### src/rtl/game_sequencer.sv
// Frame-rate game controller for the ball/paddle game.
// Samples ball and paddle boxes on each animate strobe and sequences
// IDLE -> PLAY -> MISS/OVER, tracking score (paddle hits) and lives (misses).
// o_state exposes the FSM state directly for observation.
// There is no valid/ready handshake here: i_animate is a single-cycle strobe
// that is acted on in the cycle it is high, and the serve button is a level
// whose rising edge is detected internally on every cycle.
module game_sequencer #(
  parameter int LIVES       = 3,
  parameter int SCREEN_H    = 480,
  parameter int MISS_FRAMES = 60,
  parameter int SCORE_MAX   = 255
) (
  input  logic        i_clk,
  input  logic        i_rst_n,
  input  logic        i_animate,
  input  logic        i_btn_serve,
  input  logic [11:0] i_ball_x1,
  input  logic [11:0] i_ball_x2,
  input  logic [11:0] i_ball_y1,
  input  logic [11:0] i_ball_y2,
  input  logic [11:0] i_pad_x1,
  input  logic [11:0] i_pad_x2,
  input  logic [11:0] i_pad_y1,
  output logic        o_ball_hold,
  output logic        o_ball_reload,
  output logic [1:0]  o_state,
  output logic [7:0]  o_score,
  output logic [1:0]  o_lives,
  output logic        o_game_over
);

  typedef enum logic [1:0] {
    S_IDLE = 2'd0,
    S_PLAY = 2'd1,
    S_MISS = 2'd2,
    S_OVER = 2'd3
  } state_t;

  localparam logic [1:0]  LIVES_INIT = 2'(LIVES);
  localparam logic [7:0]  MISS_INIT  = 8'(MISS_FRAMES);
  localparam logic [7:0]  SCORE_SAT  = 8'(SCORE_MAX);
  localparam logic [11:0] SCREEN_Y   = 12'(SCREEN_H);

  state_t      r_state, w_state_nx;
  logic [7:0]  r_score, w_score_nx;
  logic [1:0]  r_lives, w_lives_nx;
  logic [7:0]  r_miss_cnt, w_miss_cnt_nx;
  logic        r_hit_armed, w_hit_armed_nx;
  logic        r_btn_q;
  logic        r_hold, r_reload, r_game_over;
  logic        w_serve_pe, w_contact, w_miss;

  assign w_serve_pe = i_btn_serve & ~r_btn_q;
  assign w_contact  = (i_ball_y2 >= i_pad_y1) & (i_ball_y1 < i_pad_y1)
                    & (i_ball_x2 > i_pad_x1) & (i_ball_x1 < i_pad_x2);
  assign w_miss     = (i_ball_y2 >= SCREEN_Y);

  // Next-state and next-counter logic; everything defaults to holding its value.
  always_comb begin
    w_state_nx     = r_state;
    w_score_nx     = r_score;
    w_lives_nx     = r_lives;
    w_miss_cnt_nx  = r_miss_cnt;
    w_hit_armed_nx = r_hit_armed;
    case (r_state)
      S_IDLE: begin
        if (w_serve_pe) begin
          w_state_nx     = S_PLAY;
          w_hit_armed_nx = 1'b1;
        end
      end
      S_PLAY: begin
        if (i_animate) begin
          // A miss outranks a simultaneous paddle contact.
          if (w_miss) begin
            if (r_lives > 2'd1) begin
              w_lives_nx    = r_lives - 2'd1;
              w_miss_cnt_nx = MISS_INIT;
              w_state_nx    = S_MISS;
            end else begin
              w_lives_nx = 2'd0;
              w_state_nx = S_OVER;
            end
          end else if (w_contact && r_hit_armed) begin
            if (r_score < SCORE_SAT) w_score_nx = r_score + 8'd1;
            w_hit_armed_nx = 1'b0;
          end else if (!w_contact) begin
            // Re-arm only once the ball has left the paddle.
            w_hit_armed_nx = 1'b1;
          end
        end
      end
      S_MISS: begin
        if (i_animate) begin
          w_miss_cnt_nx = r_miss_cnt - 8'd1;
          if (r_miss_cnt == 8'd1) w_state_nx = S_IDLE;
        end
      end
      S_OVER: begin
        if (w_serve_pe) begin
          w_score_nx     = 8'd0;
          w_lives_nx     = LIVES_INIT;
          w_hit_armed_nx = 1'b1;
          w_state_nx     = S_PLAY;
        end
      end
      default: w_state_nx = S_IDLE;
    endcase
  end

  // State, counters and registered controls; controls follow the next state.
  always_ff @(posedge i_clk) begin
    if (!i_rst_n) begin
      r_state     <= S_IDLE;
      r_score     <= 8'd0;
      r_lives     <= LIVES_INIT;
      r_miss_cnt  <= 8'd0;
      r_hit_armed <= 1'b1;
      r_btn_q     <= 1'b0;
      r_hold      <= 1'b1;
      r_reload    <= 1'b1;
      r_game_over <= 1'b0;
    end else begin
      r_state     <= w_state_nx;
      r_score     <= w_score_nx;
      r_lives     <= w_lives_nx;
      r_miss_cnt  <= w_miss_cnt_nx;
      r_hit_armed <= w_hit_armed_nx;
      r_btn_q     <= i_btn_serve;
      r_hold      <= (w_state_nx != S_PLAY);
      r_reload    <= (w_state_nx != S_PLAY);
      r_game_over <= (w_state_nx == S_OVER);
    end
  end

  assign o_state       = r_state;
  assign o_score       = r_score;
  assign o_lives       = r_lives;
  assign o_ball_hold   = r_hold;
  assign o_ball_reload = r_reload;
  assign o_game_over   = r_game_over;

endmodule

### config.mk
export PLATFORM = sky130hd
export DESIGN_NAME = game_sequencer
export DESIGN_NICKNAME = d
export VERILOG_FILES = /design/src/rtl/game_sequencer.sv
export SDC_FILE = /design/constraint.sdc
export NUM_CORES = 1
export LEC_CHECK = 0
export BUFFER_PORTS_ARGS = -buffer_cell sky130_fd_sc_hd__clkbuf_2
export CAP_MARGIN = 10
export CORE_ASPECT_RATIO = 0.7
export CORE_UTILIZATION = 45
export CTS_BUF_LIST = sky130_fd_sc_hd__clkbuf_16
export CTS_CLUSTER_DIAMETER = 50
export DETAILED_ROUTE_END_ITERATION = 12
export GPL_TIMING_DRIVEN = 0
export PLACE_DENSITY = 0.76
export SYNTH_ARGS = -nofsm -noshare
export SYNTH_HDL_FRONTEND = slang
export SYNTH_SLANG_ARGS = --single-unit
### constraint.sdc
create_clock -name i_clk -period 4 [get_ports i_clk]
set_input_delay 0.4 -clock i_clk [delete_from_list [all_inputs] [get_ports i_clk]]
set_output_delay 0.4 -clock i_clk [all_outputs]
set_load 0.02 [all_outputs]
==> reports/results.txt, run 1 <==
worst hold slack - 0.365 ns
gr busiest metal - met2
Nets - 544
Synth Flop Type - dfxtp_1
share of cells above drive strength 1 - 0.293
outcome - finished clean
FP Rows - 21
CP cell instances - clkbuf_2 -> inv_1 -> ha_1 -> a21oi_2 -> nand2_1 -> a2111oi_4 -> o211ai_1 -> nor4_4 -> nand4_2 -> o31ai_1 -> a21o_1
GP Congestion - 0.845
met3 usage - 0.0433
synthesized cell area - 2420 um^2
post-route cell area - 3100 um^2
Root Buffer - clkbuf_16
Syn Area/Cell - 8.15 um^2
IO Count - 103
CTS resizes - 0
worst-margin pin slew - 0.627 ns
top cell type by total area after synthesis - ha_1
met1 global-route usage - 0.288
Die Wd - 89.7 um
max incr delay on CP - 0.40 ns
WP data arrival - 2.69 ns
Fillers - 471
placed inst area - 3020 um^2
CTS tree - done
synth unique cells - 52
Synth Net Count - 437
Comb pwr share - 0.456
initial antenna violation count - 0
Final ANT Viol Nets - 0
maximum clock frequency - 0.402 GHz
total wire length - 5.59 mm
via count - 2454
critical path class - input pin to flip-flop
dpl ws - 1.22 ns
global-route wire length before repair - 9.80 mm
Final Hold Fails - 0
top post-synthesis cells by area - ha_1 (27%), dfxtp_1 (20%), inv_1 (7.4%)
startpoint types - input pin
post-synth top area share - 0.269
most common cell after layout, fill and taps aside - clkbuf_2
Tot GR Track Use - 0.216
Post-Route Setup TNS - 0 ns
starting density of the core - 0.488
FFs w/ async S/R, synth - 0
Die Area - 5680 um^2
Diodes inserted - 0
post-detailed-route wirelength per cell - 11.8 um
Worst setup EP type - flip-flop
sequential area share after synthesis - 0.198
Vias/cell - 5.20
number of max-cap violations - 0
total power - 1.00 mW
CTS H-Tree Depth - 1
Power Density - 323 nW/um^2
largest net degree at the start of global routing - 14
cts hold-fix bufs - 0
Slew HR - 0.578
Critical path buffers and inverters - 2
P&R area growth vs syn - 27.9%
buffers added on ports - 102
Period minus WS final - 2.49 ns
Final Cycle Share - 0.621
die height - 63.4 um
Worst EP required - 4.21 ns
maximum fanout along the worst path - 7
1st-pass router iterations - 4
# DRC - 0
NetSw - 381 uW
DRT iter0 DRCs - 99
Leak - 1.72 nW
HP Class - input pin to flip-flop
Largest delay share family, worst path - compound AO/OA/AOI/OAI gates
Synth warnings - 0
Synth Instances - 297
Max Root-Sink Buffers - 2
setup bufs post-CTS - 0
most frequent cells in the layout - clkbuf_2 (102), ha_1 (52), inv_1 (48), dfxtp_1 (24), a21oi_1 (23)
Slew Limit Fails - 0
switching share of power - 0.381
EDFF count, synth - 0
#FFs+latches synth - 24
Core ar. - 4970 um^2
Pint - 619 uW
clock tree sinks - 24
Clock Latency Late Sink - 0.26 ns
detailed-placement wirelength estimate - 4.84 mm
endpoints failing setup - 0
RSZ-0062 raised after global routing - false
Num CTS Buffers - 3
Seq pwr share - 0.327
grt ovf - 0
skew final - 0.00193 ns
Reg clk slew, reported paths - 0.06 ns
maximum vdd ir drop - 0.201 mV
Clk network pwr share - 0.218
met2 GRT Util - 0.359
setup ws final - 1.51 ns
vias in the first global route - 2366
Slowest-stage cell, CP - nor4_4
worst reg2reg max path: stages, from the launching register on:
cell and delay, ns:
dfxtp_1 0.38, inv_1 0.07, ha_1 0.17, buf_2 0.16
nor2_1 0.09, a31oi_1 0.06, nand2b_1 0.20, nor4_1 0.49
nand2_1 0.13, xor2_1 0.17, a21oi_1 0.12
power by group through the flow:
stage	combinational (mW)	clock, mW	sequential [mW]
3_5_place_dp	0.454	0	0.331
6_report	0.456	0.218	0.327
2_1_floorplan	0.304	0	0.344
5_1_grt	0.521	0.233	0.333
4_1_cts	0.457	0.223	0.326
3_3_place_gp	0.440	0	0.329
layout make-up:
| class | instances | area, um^2 | area share |
|---|---|---|---|
| multi-input combinational | 220 | 1740 | 0.561 |
| timing repair buffer | 102 | 510 | 0.165 |
| sequential | 24 | 480 | 0.155 |
| inverter | 49 | 184 | 0.0594 |
| tap | 69 | 86.3 | 0.0279 |
| clock buffer | 3 | 75.1 | 0.0242 |
| buffer | 4 | 20.0 | 0.00646 |
| clock inverter | 1 | 3.75 | 0.00121 |
flip-flops by register name, summed over array words and instances (netlist names):
name,count
o_lives,2
o_game_over,1
o_ball_reload,1
r_btn_q,1
o_score,8
r_miss_cnt,8
o_state,2
r_hit_armed,1
cells in the mapped netlist (2+ instances only):
cell and instances:
o211a_1 2, a2111oi_0 2, ha_1 52, nand3_1 14
o21ai_1 2, a211oi_1 4, a21o_1 11, a31oi_1 2
nor3b_1 2, nand4_1 10, o211ai_1 4, nand2b_1 4
nor4_1 3, o21ai_0 7, and3_1 2, and4b_1 2
inv_1 48, a211o_1 2, nor3_1 3, nor2b_1 4
dfxtp_1 24, o31ai_1 5, nor2_1 12, a21oi_1 23
xor2_1 4, clkbuf_1 2, nand2_1 21, xnor2_1 2
cells by family after synthesis:
kind of cell	count (synthesis)	share of synthesized area
simple gates	88	0.203
compound gates	73	0.220
buf+inv	53	0.0842
fa+ha+maj	52	0.269
flops	24	0.198
xor+xnor	6	0.0217
mux	1	0.00413
routing by layer:
| layer | wire length, um | part of all wire | up-vias |
|---|---|---|---|
| met2 | 2450 | 0.44 | 66 |
| met5 | 0 | 0 | - |
| met1 | 2790 | 0.50 | 1113 |
| met3 | 310 | 0.055 | 4 |
| met4 | 35 | 0.0063 | 0 |
| li1 | - | - | 1271 |
metrics by stage:
step	utilization	cells
6_report	0.624	472
3_3_place_gp	0.608	468
2_1_floorplan	-	297
5_1_grt	0.624	472
4_1_cts	0.624	472
3_5_place_dp	0.608	468
final timing paths:
path | from | to | slack [ns] | cells past startpoint
setup reg to reg | o_state[1]$_SDFF_PN0_ | r_miss_cnt[5]$_SDFFE_PN0P_ | 1.89 | 10
hold reg to reg | r_miss_cnt[6]$_SDFFE_PN0P_ | r_miss_cnt[6]$_SDFFE_PN0P_ | 0.52 | 2
hold / removal | i_btn_serve | r_btn_q$_SDFF_PN0_ | 0.37 | 2
setup / recovery | i_pad_y1[10] | o_score[7]$_SDFFE_PN0P_ | 1.51 | 11
No activity file was read; power rests on OpenSTA's default activity.
==> run 2, diff against run 1 <==
Settings changed: CORE_UTILIZATION 45 to 44, PLACE_DENSITY 0.76 to 0.78.
Clock period 4 ns to 2.15 ns, I/O delays scaled along.
==> reports/results.txt, run 2 (synthesized netlist as in run 1, its figures left out) <==
Clk network pwr share - 0.211 (-0.007)
largest net degree at the start of global routing - 14 (unchanged)
Clock Latency Late Sink - 0.26 ns (about the same)
Max Root-Sink Buffers - 2 (unchanged)
Leak - 1.76 nW (+2.9%)
Critical R2R Launch - o_score[1]$_SDFFE_PN0P_
CTS tree - done
WP data arrival - 2.25 ns (-0.44 ns)
startpoint types - input pin
Comb pwr share - 0.476 (+0.020)
hold path start - i_btn_serve
# DRC - 0 (unchanged)
grt ovf - 0 (unchanged)
Num CTS Buffers - 3 (unchanged)
skew final - 0.00464 ns (+0.00271 ns)
met3 usage - 0.0560 (+0.0127)
number of max-cap violations - 0 (unchanged)
Final Hold Fails - 0 (unchanged)
DRT iter0 DRCs - 95 (-4.0%)
Slew HR - 0.695 (+0.116)
total wire length - 6.47 mm (+16%)
total power - 1.96 mW (+96%)
Period minus WS final - 2.10 ns
most common cell after layout, fill and taps aside - clkbuf_2
critical path class - input pin to flip-flop
Worst setup EP type - flip-flop
Die Wd - 90.7 um (+1.1%)
CP cell instances - clkbuf_2 -> inv_1 -> ha_1 -> nor2b_1 -> o211ai_1 -> a211oi_4 -> a2111oi_2 -> nor4_4 -> buf_4 -> nand4_4 -> buf_4 -> inv_1 -> a22o_1
NetSw - 768 uW (+100%)
post-detailed-route wirelength per cell - 13.5 um (+14%)
switching share of power - 0.392 (+0.0115)
Reg clk slew, reported paths - 0.06 ns (about the same)
Cell Count, Final, Fillers Out - 481 (+1.9%)
Final ANT Viol Nets - 0 (unchanged)
gr busiest metal - met2
met1 global-route usage - 0.277 (-0.0109)
worst hold slack - 0.197 ns (-0.168 ns)
maximum fanout along the worst path - 7 (unchanged)
P&R area growth vs syn - 39.7%
CTS H-Tree Depth - 1 (unchanged)
maximum vdd ir drop - 0.307 mV (+52%)
most frequent cells in the layout - clkbuf_2 (102), inv_1 (45), ha_1 (45), dfxtp_1 (23), a21oi_1 (22)
Slew Limit Fails - 0 (unchanged)
HP Class - input pin to flip-flop
setup ws final - 0.0548 ns (-1.46 ns)
placed cells - 471 (+0.64%)
cts hold-fix bufs - 0 (unchanged)
initial antenna violation count - 0 (unchanged)
Root Buffer - clkbuf_16
met2 GRT Util - 0.403 (+0.0445)
Die Area - 5810 um^2 (+2.2%)
die height - 64.1 um (+1.1%)
global-route wire length before repair - 10.7 mm (+8.7%)
endpoints failing setup - 0 (unchanged)
Seq pwr share - 0.313 (-0.014)
detailed-placement wirelength estimate - 4.93 mm (+1.9%)
dpl ws - -0.334 ns (-1.55 ns)
Diodes inserted - 0 (unchanged)
clock tree sinks - 24 (unchanged)
via count - 2465 (+0.45%)
Pint - 1.19 mW (+92%)
Slowest-stage cell, CP - a2111oi_2
Nets - 550 (+1.1%)
GP Congestion - 0.850 (+0.63%)
worst-margin pin slew - 0.458 ns (-0.169 ns)
max incr delay on CP - 0.32 ns (-0.08 ns)
Tot GR Track Use - 0.226 (+0.0101)
outcome - finished clean
share of cells above drive strength 1 - 0.364 (+0.0715)
FP Rows - 22 (+4.8%)
1st-pass router iterations - 4 (unchanged)
Post-Route Setup TNS - 0 ns (unchanged)
Core ar. - 5260 um^2 (+5.9%)
Vias/cell - 5.12 (-1.4%)
maximum clock frequency - 0.477 GHz
post-route cell area - 3380 um^2 (+9.2%)
buffers added on ports - 102 (unchanged)
placed inst area - 3030 um^2 (+0.54%)
starting density of the core - 0.460 (-0.0270)
vias in the first global route - 2509 (+6.0%)
Final Cycle Share - 0.975
Worst setup startpoint - i_pad_x1[1]
IO Count - 103 (unchanged)
Power Density - 579 nW/um^2 (+79%)
Layout Utilization - 0.643 (+0.0197)
Worst EP required - 2.30 ns (-1.91 ns)
==> run 2: cell type report <==
| type | count | area [um^2] |
|---|---|---|
| buffer | 4 | 20.0 |
| clock buffer | 3 | 75.1 |
| clock inverter | 1 | 3.75 |
| fill | 466 | 1880 |
| inverter | 49 | 184 |
| multi-input combinational | 220 | 1970 |
| sequential | 24 | 482 |
| tap | 72 | 90.1 |
| timing repair buffer | 108 | 556 |
==> run 2: power groups by stage <==
stage	Combinational [mW]	Sequential (mW)	Clock, mW
3_5_place_dp	0.845	0.619	0
6_report	0.932	0.614	0.413
5_1_grt	1.05	0.627	0.438
3_3_place_gp	0.817	0.611	0
2_1_floorplan	0.567	0.641	0
4_1_cts	0.879	0.611	0.416
==> run 2: timing repair <==
item / CTS / global route
buffers inserted: 5 / 1
pin swaps: 14 / 7
endpoints found under the setup margin: 8 / 11
resized for setup: 16 / 19
==> run 2: layer usage <==
metal	vias up	wire length (um)
met5	-	0
met4	0	87
met3	10	371
met2	82	3030
met1	1082	2990
li1	1291	-
==> run 2: path summary, 6_finish.rpt <==
kind | end | slack, ns | cells after the start
max | o_score[1]$_SDFFE_PN0P_ | 0.05 | 13
min | r_btn_q$_SDFF_PN0_ | 0.20 | 2
max reg2reg | o_score[0]$_SDFFE_PN0P_ | 0.09 | 7
min reg2reg | r_miss_cnt[7]$_SDFFE_PN0P_ | 0.53 | 2
==> run 2: critical path: cells and delay by family <==
kind                       cells  cell delay (ns)
AOI/OAI and AO/OA              4             0.92
and+or+nand+nor                3             0.38
adders and majority gates      1             0.28
buffers and inverters          5             0.43
